**src/rtl/de1_seg_decoder.sv**
```systemverilog
// Registered hex-to-7-segment decoder for the DE1 display.
// Code bits arrive as {Z,Y,W,X}; segments A..G are active-high and blank during reset.
module de1_seg_decoder (
  input  logic clk,
  input  logic rst,
  input  logic W,
  input  logic X,
  input  logic Y,
  input  logic Z,
  output logic A,
  output logic B,
  output logic C,
  output logic D,
  output logic E,
  output logic F,
  output logic G
);

  logic [3:0] code;
  logic [6:0] seg_d;
  logic [6:0] seg_q;

  assign code = {Z, Y, W, X};

  // Segment order is {A,B,C,D,E,F,G}; every code maps to a glyph.
  always_comb begin
    seg_d = 7'b0000000;
    unique case (code)
      4'h0: seg_d = 7'b1111110;
      4'h1: seg_d = 7'b0110000;
      4'h2: seg_d = 7'b1101101;
      4'h3: seg_d = 7'b1111001;
      4'h4: seg_d = 7'b0110011;
      4'h5: seg_d = 7'b1011011;
      4'h6: seg_d = 7'b1011111;
      4'h7: seg_d = 7'b1110000;
      4'h8: seg_d = 7'b1111111;
      4'h9: seg_d = 7'b1111011;
      4'ha: seg_d = 7'b1110111;
      4'hb: seg_d = 7'b0011111;
      4'hc: seg_d = 7'b1001110;
      4'hd: seg_d = 7'b0111101;
      4'he: seg_d = 7'b1001111;
      4'hf: seg_d = 7'b1000111;
    endcase
  end

  always_ff @(posedge clk or posedge rst) begin
    if (rst) begin
      seg_q <= 7'b0000000;
    end else begin
      seg_q <= seg_d;
    end
  end

  // Outputs come straight from flops so they cannot glitch between edges.
  assign {A, B, C, D, E, F, G} = seg_q;

endmodule

```
**config.mk**
```make
export PLATFORM = sky130hd
export DESIGN_NAME = de1_seg_decoder
export DESIGN_NICKNAME = d
export VERILOG_FILES = /design/src/rtl/de1_seg_decoder.sv
export SDC_FILE = /design/constraint.sdc
export NUM_CORES = 1
export LEC_CHECK = 0
export BUFFER_PORTS_ARGS = -buffer_cell sky130_fd_sc_hd__buf_2
export CAP_MARGIN = 20
export CORE_AREA = 3 3 40 42
export CTS_BUF_LIST = sky130_fd_sc_hd__clkbuf_8
export DETAILED_ROUTE_END_ITERATION = 10
export DIE_AREA = 0 0 43 45
export PLACE_DENSITY = 0.58
export SYNTH_ARGS = -nofsm -noshare
export SYNTH_HDL_FRONTEND = slang
export SYNTH_SLANG_ARGS = --single-unit
```
**constraint.sdc**
```tcl
create_clock -name clk -period 0.81 [get_ports clk]
set_clock_uncertainty 0.05 [all_clocks]
set_input_delay 0.081 -clock clk [delete_from_list [all_inputs] [get_ports clk]]
set_output_delay 0.081 -clock clk [all_outputs]
set_load 0.03 [all_outputs]
```
# Yosys cells after proc, flatten, opt, wreduce, memory -nomap -nowiden
# Memory sizes are Yosys's and may differ from the RTL's. A register that Yosys moved wholly into a read port is not among the register bits.
# Cells that the tools add are included.
# totals
reg_bits	0
latchBits	0
ram_bits	0
romBits	112
inputBits	6
wordCells	1
n_memories	1
# classes
add_sub_neg	0
multipliers	0
div	0
n_lt_le_gt_ge	0
n_eq_ne	0
shift	0
mux	0
n_bitwise	0
n_reduce_logical	0
# memory_table
name	words	word_bits	rd	rd_clocked_by_memory_dff	write_ports	line	source
(name not given)	16	7	1	1	0	28	unique case (code)

# Logic depth before layout (Yosys ltp)
# Gate-level depths: netlist of the first run.
# depth
ltp_word	0
mapped_depth	4
mapped_depth_nobuf	4

# Worst setup path after synthesis of the first run
# No wires, ideal clock.
# synth_timing
path_kind	input-to-reg
from	input X
to	register seg_q[3]
arrival_ns	0.899
t_required_ns	0.620
path_slack_ns	-0.279
path_stages	3
path_buffers	0
cell_sequence	inv_1 -> ha_1 -> mux4_1
# synth_lines
element	line	source
from (decl)	7	input logic X,
to (decl)	21	logic [6:0] seg_q;

# Final worst setup path of the first run
# layout_timing
from	register seg_q[2]
to	output E
# layout_lines
element	line	source
to (decl)	14	output logic E,
# No word-level cell between the ends.

==> metrics, run 1 <==
run status=finished with violations; failing checks=negative setup slack; HPWL Detailed=699 um; Worst Slack Setup Final=-0.0507 ns; Post-Syn Instances=41; post-place setup slack=-0.381 ns; CP required=0.68 ns; H-tree depth=1; Die H=45 um; post-synthesis register bit count=7; Largest Register=seg_q; asr flop ratio synth=100%; vias in the first global route=356; YS warnings=0; Synth area leaders=dfrtp_1, ha_1, mux2_2; postcts setup bufs=0; multi-input logic area=318 sq um; die area=1940 sq um; CP max-delay cell=dfrtp_1; top_reg_cell synth=dfrtp_1; final setup fails=8; layout net count=78; Crit Path Class=flop to output pin; startpoint class of the critical path=flop; RSZ-0062 raised after global routing=yes; Synth-to-Final Area Change=72.1%; core area=1280 sq um; DR iter-0 viols=0; hold path endpoint=seg_q[4]; Hold Startpoint=Z; Worst Path Arrival=0.73 ns; max reg flops=7; critical-path cell list=buf_6; clock-pin slew on the worst setup and hold paths=0.04 ns; Leak=0.352 nW; Total Power=1.21 mW; final instance area=803 sq um; Final Hold Fails=0; instance area after placement=628 sq um; hold slack=0.176 ns; initial antenna violation count=0; layout cells sized above 1=57.8%; cell area after synthesis=467 sq um; Mapped Avg Cell Area=11.4 sq um; DRC=0; Root Buffer=clkbuf_8; final RePlAce weighted congestion=0.701; Yosys top cell area share=37.5%; Port-buffer cells=12; top fanout value on the critical path=1; grt met2 use=18.6%; Slew @ Worst Pin=0.247 ns; drt pass-1 iters=1; largest net degree at the start of global routing=12; Slew HR=83.5%; Buf/Inv on CP=1; post-synth top area cell=dfrtp_1; Min-Delay Path Depth=2; I/O pin cnt=13; minimum clock period=0.861 ns; GR Layer Usage met3=3.59%; Row Count=13; CTS Buffer Depth=2; WL/cell=10.8 um; Final Max Slew Viols=0; Final TNS setup=-0.354 ns; gr busiest metal=met2; power density over the cells=1510 nW/um^2; largest registers=seg_q (7); Seq/Total Area, Yosys=37.5%; vias per inst=4.59; first-pass GRT wire length=1.48 mm; Net Count, Synth=54; CTS tree=done; Die X=43 um; total routed wirelength=851 um; element type at the critical path end=output pin; All-Layer GR Usage=11.3%; Max IR drop VDD=0.000502 V; Unique masters post-synth=18; Max Cap Viol=0; Fillers=109; starting density of the core=36.3%; grt ovf=0; top cells by count, synth=dfrtp_1, ha_1, inv_1; FMAX=1.16 GHz; total number of vias=363; diode count=0; total CTS buffers=3; Worst Hold Class=input pin to flop; critical path's largest stage delay=0.37 ns; final antenna-violating net count=0; critical path's top delay family=flip-flops; Post-synth EDFFs=0; Num Clock Sinks=7; routing usage on met1=10.4%; Seq. cell area=175 sq um; final worst-path cycle share=106%
logic make-up (layout without fill, tap and decap cells):
family / after synthesis / after routing / synth area share [%]
compound gates: 6 / 6 / 9.38
fa+ha+maj: 7 / 7 / 18.8
buf+inv: 8 / 31 / 8.31
flops: 7 / 7 / 37.5
mux: 6 / 6 / 17.2
simple gates: 7 / 7 / 8.85
final cells by class:
| class | instances | area share [%] |
|---|---|---|
| multi-input cells | 26 | 39.6 |
| repair buffers | 21 | 25.4 |
| flip-flops and latches | 7 | 21.8 |
| inverters | 6 | 5.30 |
| clock buffers | 3 | 5.14 |
| well taps | 15 | 2.34 |
| clock inverters | 1 | 0.467 |
how the worst max path moves through the flow:
| stage | to | startpoint | cells past startpoint | slack (ns) |
|---|---|---|---|---|
| floorplan | seg_q[3] | W | 3 | -0.13 |
| global placement | seg_q[3] | W | 4 | -0.37 |
| detailed placement | seg_q[3] | W | 4 | -0.38 |
| CTS | A | seg_q[6] | 1 | -0.06 |
| global route | E | seg_q[2] | 1 | -0.08 |
| finish | E | seg_q[2] | 1 | -0.05 |
what timing repair did:
| action | CTS | global route |
|---|---|---|
| pin swaps | 0 | 2 |
| endpoints found under the hold margin | 7 | 0 |
| resized for setup | 21 | 10 |
| setup endpoints to repair | 13 | 12 |
| hold buffers | 1 | 0 |
where the power goes:
part / leakage (nW) / switching (mW) / total, mW / internal [mW]
Combinational: 0.251 / 0.171 / 0.350 / 0.179
Sequential: 0.0740 / 0.0127 / 0.394 / 0.381
Clock: 0.0269 / 0.141 / 0.467 / 0.327
Total: 0.352 / 0.325 / 1.21 / 0.887
metrics by stage:
step | std cells | util, %
6_report | 79 | 62.5
2_1_floorplan | 41 | -
4_1_cts | 79 | 58.2
3_5_place_dp | 74 | 48.9
5_1_grt | 79 | 62.5
3_3_place_gp | 74 | 48.9
placed cells by master (no fill, tap or decap):
cell / count
buf_12: 2
buf_6: 7
dlygate4sd3_1: 1
ha_2: 1
inv_8: 1
nand2b_1: 1
o32a_1: 1
ha_1: 1
nor3_1: 2
a21oi_2: 1
mux4_2: 1
o31a_2: 1
clkbuf_8: 3
or2b_1: 1
ha_4: 5
nand2_1: 1
a31o_1: 1
buf_4: 8
inv_12: 1
nand3b_1: 1
dfrtp_1: 7
a21oi_1: 2
inv_1: 5
mux2_2: 3
nor2b_1: 1
mux2i_1: 2
buf_2: 3
routing by layer:
metal  share of wire (%)  wire length, um
met1                  40              344
met3                 7.1               60
met5                   0                0
met4                 4.0               34
met2                  48              411
No activity file was read; power rests on OpenSTA's default activity.
==> run 2: changes to the inputs <==
==> config.mk (replaced) <==
export PLATFORM = sky130hd
export DESIGN_NAME = de1_seg_decoder
export DESIGN_NICKNAME = d
export VERILOG_FILES = /design/src/rtl/de1_seg_decoder.sv
export SDC_FILE = /design/constraint.sdc
export NUM_CORES = 1
export LEC_CHECK = 0
export CAP_MARGIN = 20
export CORE_AREA = 3 3 40 42
export CTS_BUF_LIST = sky130_fd_sc_hd__clkbuf_8
export DETAILED_ROUTE_END_ITERATION = 10
export DIE_AREA = 0 0 43 45
export DONT_BUFFER_PORTS = 1
export PLACE_DENSITY = 0.5
export SYNTH_ARGS = -nofsm -noshare
export SYNTH_HDL_FRONTEND = slang
export SYNTH_SLANG_ARGS = --single-unit
==> metrics, run 2 (same netlist as run 1, synthesis figures left out) <==
run status=finished with violations; failing checks=negative hold slack, negative setup slack; hold slack=-0.0938 ns; CTS Buffer Depth=2; Crit Path Class=flop to output pin; Synth-to-Final Area Change=24.7%; Leak=0.237 nW; grt ovf=0; postcts setup bufs=0; DRC=0; All-Layer GR Usage=9.64%; instance area after placement=515 sq um; Row Count=13; CP required=0.68 ns; element type at the critical path end=output pin; diode count=0; DR iter-0 viols=2; minimum clock period=0.811 ns; die area=1940 sq um; CTS tree=done; I/O pin cnt=13; total CTS buffers=3; RSZ-0062 raised after global routing=yes; power density over the cells=1790 nW/um^2; total number of vias=297; largest net degree at the start of global routing=15; largest registers=seg_q (7); Slew HR=83.7%; core area=1280 sq um; starting density of the core=36.3%; final instance area=582 sq um; Max Cap Viol=0; Worst Hold Class=input pin to flop; HPWL Detailed=675 um; FMAX=1.23 GHz; Final TNS setup=-0.00199 ns; initial antenna violation count=0; top fanout value on the critical path=1; final worst-path cycle share=100%; final RePlAce weighted congestion=0.778; Total Power=1.04 mW; first-pass GRT wire length=1.41 mm; drt pass-1 iters=3; WL/cell=13.4 um; layout cells sized above 1=46.7%; Max IR drop VDD=0.000703 V; vias per inst=4.95; final setup fails=3; layout net count=59; Worst Slack Setup Final=-0.00125 ns; commonest non-fill, non-tap cell in the layout=dfrtp_2; Die H=45 um; Hold Buf Count CTS=1; Slew @ Worst Pin=0.244 ns; Die X=43 um; most frequent cells in the layout=dfrtp_2, inv_1, ha_1; total routed wirelength=802 um; Worst Path Arrival=0.68 ns; H-tree depth=1; Final Max Slew Viols=0; final antenna-violating net count=0; max reg flops=7; Root Buffer=clkbuf_8; startpoint class of the critical path=flop; post-layout util=45.3%; Num Clock Sinks=7; Port-buffer cells=0; clock-pin slew on the worst setup and hold paths=0.04 ns; post-place setup slack=-0.211 ns; vias in the first global route=326; Final Hold Fails=6; Largest Register=seg_q
-- run 2: metrics by stage --
stage                     std cells  hold WS [ns]
after CTS                        60       -0.0892
final                            60       -0.0938
after floorplan                  41        -0.166
after detailed placement         55        -0.143
after global routing             60       -0.0939
after global placement           55        -0.151
-- run 2: path summary, 6_finish.rpt --
kind / from / cells after the start / end / slack (ns)
max in group asynchronous: rst / 2 / seg_q[4] / 0.32
worst max-delay path: seg_q[5] / 0 / B / -0.001
min in group asynchronous: rst / 2 / seg_q[2] / 0.17
worst min-delay path: Y / 1 / seg_q[0] / -0.09
-- run 2: metal layers --
layer | global-route usage (%) | vias to the layer above | routed length (um)
met1 | 10.1 | 140 | 310
met2 | 16.8 | 12 | 410
met4 | 3.61 | 0 | 0
met3 | 4.78 | 0 | 80
met5 | 0 | - | 0
li1 | - | 145 | -
-- run 2: layout make-up --
cell class                 instances  area, sq um
fill                             128          703
inverter                           6         40.0
clock buffer                       3         41.3
clock inverter                     1         3.75
sequential                         7          184
tap                               15         18.8
timing repair buffer               2         17.5
multi-input combinational         26          277
-- run 2: power by group --
group	internal (mW)	switching, mW
registers	0.388	0.0737
clock network	0.326	0.128
logic	0.0763	0.0522
total	0.789	0.254
-- run 2: repair_timing --
item | in CTS | in global routing
resized for setup | 7 | 1
pin swaps | 0 | 0
endpoints found under the setup margin | 7 | 8
endpoints found under the hold margin | 13 | 6
==> run 3: changes to the inputs <==
--- a/config.mk
+++ b/config.mk
@@ -11,7 +11,6 @@
 export DETAILED_ROUTE_END_ITERATION = 10
 export DIE_AREA = 0 0 43 45
 export DONT_BUFFER_PORTS = 1
-export PLACE_DENSITY = 0.5
 export SYNTH_ARGS = -nofsm -noshare
 export SYNTH_HDL_FRONTEND = slang
 export SYNTH_SLANG_ARGS = --single-unit
==> constraint.sdc (replaced) <==
create_clock -name clk -period 0.85 [get_ports clk]
set_clock_uncertainty 0.05 [all_clocks]
set_input_delay 0.085 -clock clk [delete_from_list [all_inputs] [get_ports clk]]
set_output_delay 0.085 -clock clk [all_outputs]
set_load 0.03 [all_outputs]
==> metrics, run 3 (same netlist as run 1, synthesis figures left out) <==
total number of vias=301; post-place setup slack=-0.145 ns; largest net degree at the start of global routing=15; instance area after placement=523 sq um; Crit Path Class=flop to output pin; Final TNS setup=0 ns; HPWL Detailed=654 um; Die X=43 um; Worst Path Arrival=0.70 ns; most frequent cells in the layout=dfrtp_2, inv_1, ha_1; Worst Hold Class=input pin to flop; RSZ-0062 raised after global routing=no; drt pass-1 iters=2; DRC=0; DR iter-0 viols=5; placed insts=56; Slew @ Worst Pin=0.270 ns; core area=1280 sq um; WL/cell=12.6 um; total routed wirelength=771 um; Root Buffer=clkbuf_8; startpoint class of the critical path=flop; final antenna-violating net count=0; starting density of the core=36.3%; Max IR drop VDD=0.000655 V; Max Cap Viol=0; final instance area=586 sq um; H-tree depth=1; Port-buffer cells=0; Fillers=119; element type at the critical path end=output pin; final std cells w/o fill=61; All-Layer GR Usage=9.66%; FMAX=1.19 GHz; multi-input logic area=274 sq um; Seq. cell area=183 sq um; top fanout value on the critical path=1; initial antenna violation count=0; final worst-path cycle share=98.6%; grt ovf=0; Leak=0.245 nW; postcts setup bufs=0; commonest non-fill, non-tap cell in the layout=dfrtp_2; Final Max Slew Viols=0; Worst Slack Setup Final=0.0118 ns; first-pass GRT wire length=1.39 mm; Die H=45 um; largest registers=seg_q (7); vias per inst=4.93; diode count=0; CP required=0.71 ns; CTS Buffer Depth=2; Total Power=997 uW; Final Hold Fails=7; total CTS buffers=3; I/O pin cnt=13; die area=1940 sq um; failing checks=negative hold slack; layout cells sized above 1=43.5%; Hold Buf Count CTS=1; Largest Register=seg_q; CTS tree=done; Synth-to-Final Area Change=25.5%; max reg flops=7; minimum clock period=0.838 ns; power density over the cells=1700 nW/um^2; run status=finished with violations; layout net count=60; hold slack=-0.0856 ns; clock-pin slew on the worst setup and hold paths=0.04 ns; final setup fails=0; Row Count=13; vias in the first global route=327; Num Clock Sinks=7; final RePlAce weighted congestion=0.817; Slew HR=82.0%
-- run 3: final cells by class --
class / count / area share, %
clock inverter: 1 / 0.641
sequential: 7 / 31.2
clock buffer: 3 / 7.05
multi-input combinational: 26 / 46.8
inverter: 6 / 6.84
timing repair buffer: 3 / 4.27
tap: 15 / 3.21
-- run 3: through the flow --
stage | utilization (%) | hold WS [ns]
after floorplan | - | -0.162
after global placement | 40.7 | -0.148
after detailed placement | 40.7 | -0.140
after CTS | 45.3 | -0.0899
after global routing | 45.6 | -0.0956
final | 45.6 | -0.0856
-- run 3: report_power, final --
group	internal, mW	total, mW	switching, mW	leakage (nW)
registers	0.369	0.439	0.0702	0.0696
clock network	0.310	0.434	0.124	0.0269
logic	0.0746	0.124	0.0496	0.148
total	0.753	0.997	0.243	0.245
-- run 3: path summary, 6_finish.rpt --
kind | startpoint | to | slack [ns] | cells past startpoint
min in group asynchronous | rst | seg_q[1] | 0.18 | 2
worst max-delay path | seg_q[1] | F | 0.01 | 0
max in group asynchronous | rst | seg_q[5] | 0.36 | 2
worst min-delay path | Y | seg_q[0] | -0.09 | 1
-- run 3: layer usage --
metal	global-route usage, %	share of wire (%)	up-vias
met3	5.18	9.9	0
met2	16.2	52	11
met5	0	0	-
li1	-	-	150
met4	4.82	0	0
met1	9.88	38	140
-- run 3: repair_timing --
item | CTS | global route
endpoints found under the hold margin | 14 | 6
gates resized for setup | 3 | 3
setup endpoints to repair | 3 | 3
